<file path="src/rtl/ysyx_220053_lsu_pkg.sv">
// Shared types and constants for the load/store unit: FSM states, MemOp encoding, XLEN.
package ysyx_220053_lsu_pkg;
  localparam int XLEN = 64;

  // MemOp[1:0] is the access size, MemOp[2] selects zero-extension for loads
  localparam logic [1:0] MEMOP_WORD  = 2'b00;
  localparam logic [1:0] MEMOP_BYTE  = 2'b01;
  localparam logic [1:0] MEMOP_HALF  = 2'b10;
  localparam logic [1:0] MEMOP_DWORD = 2'b11;
  localparam int MEMOP_UNSIGNED_BIT = 2;

  typedef enum logic [1:0] {
    ST_IDLE,
    ST_REQ,
    ST_WAIT,
    ST_RESP
  } lsu_state_e;
endpackage

</file>
<file path="src/rtl/ysyx_220053_lsu_align.sv">
// Combinational natural-alignment check of an access from its size and low address bits.
module ysyx_220053_lsu_align
  import ysyx_220053_lsu_pkg::*;
(
  input  logic [1:0] memop_size,
  input  logic [2:0] addr_lo,
  output logic       misalign
);

  always_comb begin
    misalign = 1'b0;
    case (memop_size)
      MEMOP_BYTE:  misalign = 1'b0;
      MEMOP_HALF:  misalign = addr_lo[0];
      MEMOP_WORD:  misalign = |addr_lo[1:0];
      MEMOP_DWORD: misalign = |addr_lo;
      default:     misalign = 1'b0;
    endcase
  end

endmodule

</file>
<file path="src/rtl/ysyx_220053_lsu.sv">
// Load/store unit: accepts one EX request, issues it to memory after an alignment check,
// waits MEM_LAT cycles for the data and returns a single response to WB.
module ysyx_220053_lsu
  import ysyx_220053_lsu_pkg::*;
#(
  parameter int MEM_LAT = 1
) (
  input  logic            clk,
  input  logic            rst_n,
  input  logic            in_valid,
  output logic            in_ready,
  input  logic [2:0]      in_memop,
  input  logic            in_wen,
  input  logic [XLEN-1:0] in_addr,
  input  logic [XLEN-1:0] in_wdata,
  input  logic [4:0]      in_rd,
  output logic [2:0]      mem_op,
  output logic [XLEN-1:0] mem_addr,
  output logic [XLEN-1:0] mem_wdata,
  output logic            mem_wen,
  input  logic [XLEN-1:0] mem_rdata,
  output logic            out_valid,
  input  logic            out_ready,
  output logic [XLEN-1:0] out_data,
  output logic [4:0]      out_rd,
  output logic            out_misalign
);

  localparam logic [3:0] LAT_INIT = 4'(MEM_LAT - 1);

  lsu_state_e      state_reg, state_next;
  logic [3:0]      cnt_reg;
  logic [2:0]      mem_op_reg;
  logic [XLEN-1:0] mem_addr_reg, mem_wdata_reg, out_data_reg;
  logic            wen_reg, misalign_reg;
  logic [4:0]      rd_reg;
  logic            in_misalign, accept, lat_done, busy;

  ysyx_220053_lsu_align u_align (
    .memop_size(in_memop[1:0]),
    .addr_lo   (in_addr[2:0]),
    .misalign  (in_misalign)
  );

  assign accept   = in_valid && (state_reg == ST_IDLE);
  assign lat_done = (cnt_reg == 4'd0);
  assign busy     = (state_reg == ST_REQ) || (state_reg == ST_WAIT);

  always_ff @(posedge clk or negedge rst_n) begin
    if (!rst_n) state_reg <= ST_IDLE;
    else        state_reg <= state_next;
  end

  // mem_wen is decoded from the state so an asynchronous reset kills it at once
  always_comb begin
    state_next = state_reg;
    in_ready   = 1'b0;
    out_valid  = 1'b0;
    mem_wen    = 1'b0;
    case (state_reg)
      ST_IDLE: begin
        in_ready = 1'b1;
        if (in_valid) state_next = in_misalign ? ST_RESP : ST_REQ;
      end
      ST_REQ: begin
        mem_wen    = wen_reg;
        state_next = lat_done ? ST_RESP : ST_WAIT;
      end
      ST_WAIT: begin
        if (lat_done) state_next = ST_RESP;
      end
      ST_RESP: begin
        out_valid = 1'b1;
        if (out_ready) state_next = ST_IDLE;
      end
      default: state_next = ST_IDLE;
    endcase
  end

  // Memory-side registers only move on an aligned accept, so a faulting access
  // leaves the previous request visible on the memory port.
  always_ff @(posedge clk or negedge rst_n) begin
    if (!rst_n) begin
      cnt_reg       <= '0;
      mem_op_reg    <= '0;
      mem_addr_reg  <= '0;
      mem_wdata_reg <= '0;
      out_data_reg  <= '0;
      wen_reg       <= 1'b0;
      misalign_reg  <= 1'b0;
      rd_reg        <= '0;
    end else if (accept) begin
      wen_reg      <= in_wen;
      rd_reg       <= in_rd;
      misalign_reg <= in_misalign;
      out_data_reg <= '0;
      if (!in_misalign) begin
        mem_op_reg    <= in_memop;
        mem_addr_reg  <= in_addr;
        mem_wdata_reg <= in_wdata;
        cnt_reg       <= LAT_INIT;
      end
    end else if (busy) begin
      if (lat_done) begin
        if (!wen_reg) out_data_reg <= mem_rdata;
      end else begin
        cnt_reg <= cnt_reg - 4'd1;
      end
    end
  end

  assign mem_op       = mem_op_reg;
  assign mem_addr     = mem_addr_reg;
  assign mem_wdata    = mem_wdata_reg;
  assign out_data     = out_data_reg;
  assign out_rd       = rd_reg;
  assign out_misalign = misalign_reg;

endmodule
</file>
<file path="config.mk">
export PLATFORM = sky130hd
export DESIGN_NAME = ysyx_220053_lsu
export DESIGN_NICKNAME = d
export VERILOG_FILES = /design/src/rtl/ysyx_220053_lsu_pkg.sv /design/src/rtl/ysyx_220053_lsu_align.sv /design/src/rtl/ysyx_220053_lsu.sv
export SDC_FILE = /design/constraint.sdc
export NUM_CORES = 1
export LEC_CHECK = 0
export BUFFER_PORTS_ARGS = -buffer_cell sky130_fd_sc_hd__buf_2
export CAP_MARGIN = 25
export CORE_MARGIN = 10
export CORE_UTILIZATION = 26
export DETAILED_ROUTE_END_ITERATION = 10
export PLACE_DENSITY = 0.52
export SETUP_SLACK_MARGIN = 0.5
export SYNTH_ARGS = -nofsm -noshare
export SYNTH_HDL_FRONTEND = slang
export SYNTH_HIERARCHICAL = 1
export SYNTH_SLANG_ARGS = --single-unit
</file>
<file path="constraint.sdc">
create_clock -name clk -period 2.64 [get_ports clk]
set_input_delay 0.396 -clock clk [delete_from_list [all_inputs] [get_ports clk]]
set_output_delay 0.396 -clock clk [all_outputs]
set_load 0.01 [all_outputs]
</file>
==> summary.md <==
| Metric | Value |
|---|---|
| Reg2reg path depth | `6` |
| Crit path required time | `3040 ps` |
| CTS Buf Count | `24` |
| Clk_skew | `8.35 ps` |
| Final worst path period need | `2030 ps` |
| Share of the synthesized area in the top cell type | `64.0%` |
| Cell Pwr Density | `1310 nW/µm²` |
| Final Hold Vio Count | `0` |
| Sink Count | `208` |
| Routed WL | `26700 µm` |
| Die height | `197 µm` |
| Post-synth net total | `844` |
| Share of cells above drive strength 1 | `56.7%` |
| Mapped Cells | `632` |
| Synth area leaders | `dfrtp_1 64%, mux2_2 18%, nand2_1 6.8%` |
| Worst-path clk slew | `60 ps` |
| Worst R2R End | `mem_addr[47]` |
| Final HPWL DP | `19900 µm` |
| Critical-path top delay cell | `dfrtp_1` |
| Number of synthesized flops with an enable pin | `0` |
| Final TNS setup | `0 ps` |
| Post-synthesis sequential area ratio | `64.0%` |
| Routed wl met2 | `13400 µm` |
| Storage element area | `5200 µm²` |
| Syn avg cell area | `12.9 µm²` |
| 1st-pass router iterations | `4` |
| RSZ-0062 raised after global routing | `no` |
| Critical Path, Cell by Cell | `inv_1 > ha_1 > and2_2 > nand2b_4 > buf_12 > mux2_2` |
| Post-route ant nets | `0` |
| WHS Path Cells | `3` |
| DR WL/cell | `18.2 µm` |
| WP data arrival | `2430 ps` |
| Fillers | `3145` |
| Critical Path Start Type | `flip-flop` |
| Ys flop type | `dfrtp_1` |
| Vias per cell | `4.28` |
| Critical path class | `reg2reg` |
| CP startpoint | `state_reg[0]` |
| MaxCap Viol Count | `0` |
| Row count | `64` |
| Final #Nets | `1259` |
| Least-Margin Pin Slew | `802 ps` |
| I/O pin count | `409` |
| Metal3 WL | `2520 µm` |
| Total grt overflow | `0` |
| Slowest stage delay, CP | `390 ps` |
| Die Area | `38700 µm²` |
| Asr flop ratio synth | `100%` |
| P&R area growth vs syn | `41.2%` |
| Max-slew headroom | `46.5%` |
| Mapped Area | `8130 µm²` |
| Gr usage total | `12.6%` |
| Worst reg-to-reg setup slack | `610 ps` |
| Largest net degree at the start of global routing | `72` |
| CP Max Fanout | `50` |
| Status | `finished, final reports clean` |
| Synthesized flop and latch total | `208` |
| Worst skew pair latency | `510 ps` |
| CTS root buffer | `clkbuf_16` |
| Unique masters post-synth | `30` |
| First-pass GRT wire length | `39300 µm` |
| Worst vdd ir | `619 µV` |
| Die width | `197 µm` |
| DR vias | `6259` |
| M1 wire length | `10100 µm` |
| Area of the core | `30700 µm²` |
| DRC | `0` |
| First DRT Iteration DRCs | `208` |
| Initial core utilization | `26.4%` |
| Clock tree buffer depth | `3` |
| Port buffer count | `408` |
| Highest routed layer | `met5` |
| CTS H-tree lvls | `1` |
| Crit end category | `flip-flop` |
| Final Cycle Share | `76.9%` |
| CTS tree | `built` |
| Area of the multi-input gates | `2670 µm²` |
| P_leak | `5.91 nW` |
| Worst r2r src | `state_reg[0]` |
| Layout Utilization | `37.3%` |
| Vias in the first global route | `6626` |
| Warnings from Yosys | `6` |
| FMAX | `0.493 GHz` |
| Final setup vio count | `0` |
| Area leader, netlist | `dfrtp_1` |
| Slew Viols, Final | `0` |
| Final GP Congestion | `0.731` |
| Worst hold path class | `in2reg` |
| Antenna violations before repair | `3` |
| Worst Setup EP | `mem_addr[47]` |
-- cells by family (layout without fill, tap and decap cells) --
kind of cell | after synthesis | count (layout) | share of synthesized area [%]
other | 0 | 1 | 0
and+or+nand+nor | 163 | 163 | 7.97
xor gates and xnor gates | 1 | 1 | 0.108
adders and majority gates | 7 | 7 | 1.08
DFF | 208 | 208 | 64.0
muxes | 133 | 133 | 18.4
AOI/OAI and AO/OA | 76 | 76 | 4.94
buffers and inverters | 44 | 477 | 3.51
-- repair_timing --
item                                   CTS  global route
setup endpoints to repair               56            53
setup buffers                            0             2
cloned                                   0             2
resized for setup                        4             3
hold buffers                             1             0
pin swaps                                0             1
endpoints found under the hold margin   53             0
-- cells in the mapped netlist (4+ instances only) --
library cell,count
mux2_2,131
nand2_1,147
ha_1,7
nand3_1,5
buf_2,18
inv_1,6
a21oi_1,66
clkbuf_1,7
buf_4,6
buf_8,6
dfrtp_1,208
o21ai_0,4
-- layout make-up --
type | count | area share [%]
diodes | 1 | 0.0218
clock buffers | 35 | 6.39
clock inverters | 9 | 0.392
inverters | 6 | 0.196
multi-input cells | 380 | 23.2
flip-flops and latches | 208 | 45.3
well taps | 396 | 4.32
repair buffers | 427 | 20.1
-- metal layers --
layer | up-vias | GRT usage, %
li1 | 2953 | -
met1 | 3033 | 13.8
met2 | 234 | 22.1
met3 | 35 | 5.32
met4 | 4 | 3.45
met5 | - | 0
-- metrics by stage --
stage	hold slack [ps]	power, mW	std cells	instance area [µm²]	worst slack (ps)
final	71.4	15.0	1462	11500	610
after global routing	58.6	16.1	1462	11500	500
after CTS	38.0	15.1	1457	11400	546
after detailed placement	424	11.7	1412	10600	372
after global placement	427	11.6	1412	10600	408
after floorplan	100	9.15	632	8130	530
-- worst min path at each step --
stage | startpoint | end
6_report | in_wen | wen_reg
3_5_place_dp | rst_n | mem_wdata[1]
5_1_grt | in_wen | wen_reg
2_1_floorplan | rst_n | cnt_reg[0]
4_1_cts | in_wen | wen_reg
3_3_place_gp | rst_n | mem_wdata[34]
-- worst max-delay path: cells and delay by family (launching register included) --
family	cells	cell delay, ps
adders and majority gates	1	250
buffers and inverters	2	420
DFF	1	390
muxes	1	380
and+or+nand+nor	2	440
-- report_power, final --
group / total [mW] / internal [mW] / switching (mW)
combinational: 6.31 / 2.87 / 3.44
clock: 3.24 / 1.92 / 1.33
sequential: 5.45 / 4.74 / 0.716
-- placed cells by master, fill, tap and decap left out, drive strengths merged, types with 4 or more instances in the layout --
cell / synthesis / layout
nand2: 147 / 147
dfrtp: 208 / 208
clkbuf: 7 / 38
inv: 6 / 6
a21oi: 66 / 66
ha: 7 / 7
o21ai: 4 / 4
clkinv: 0 / 9
buf: 31 / 423
nand3: 5 / 5
mux2: 131 / 131
(Power assumes the default switching activity.)
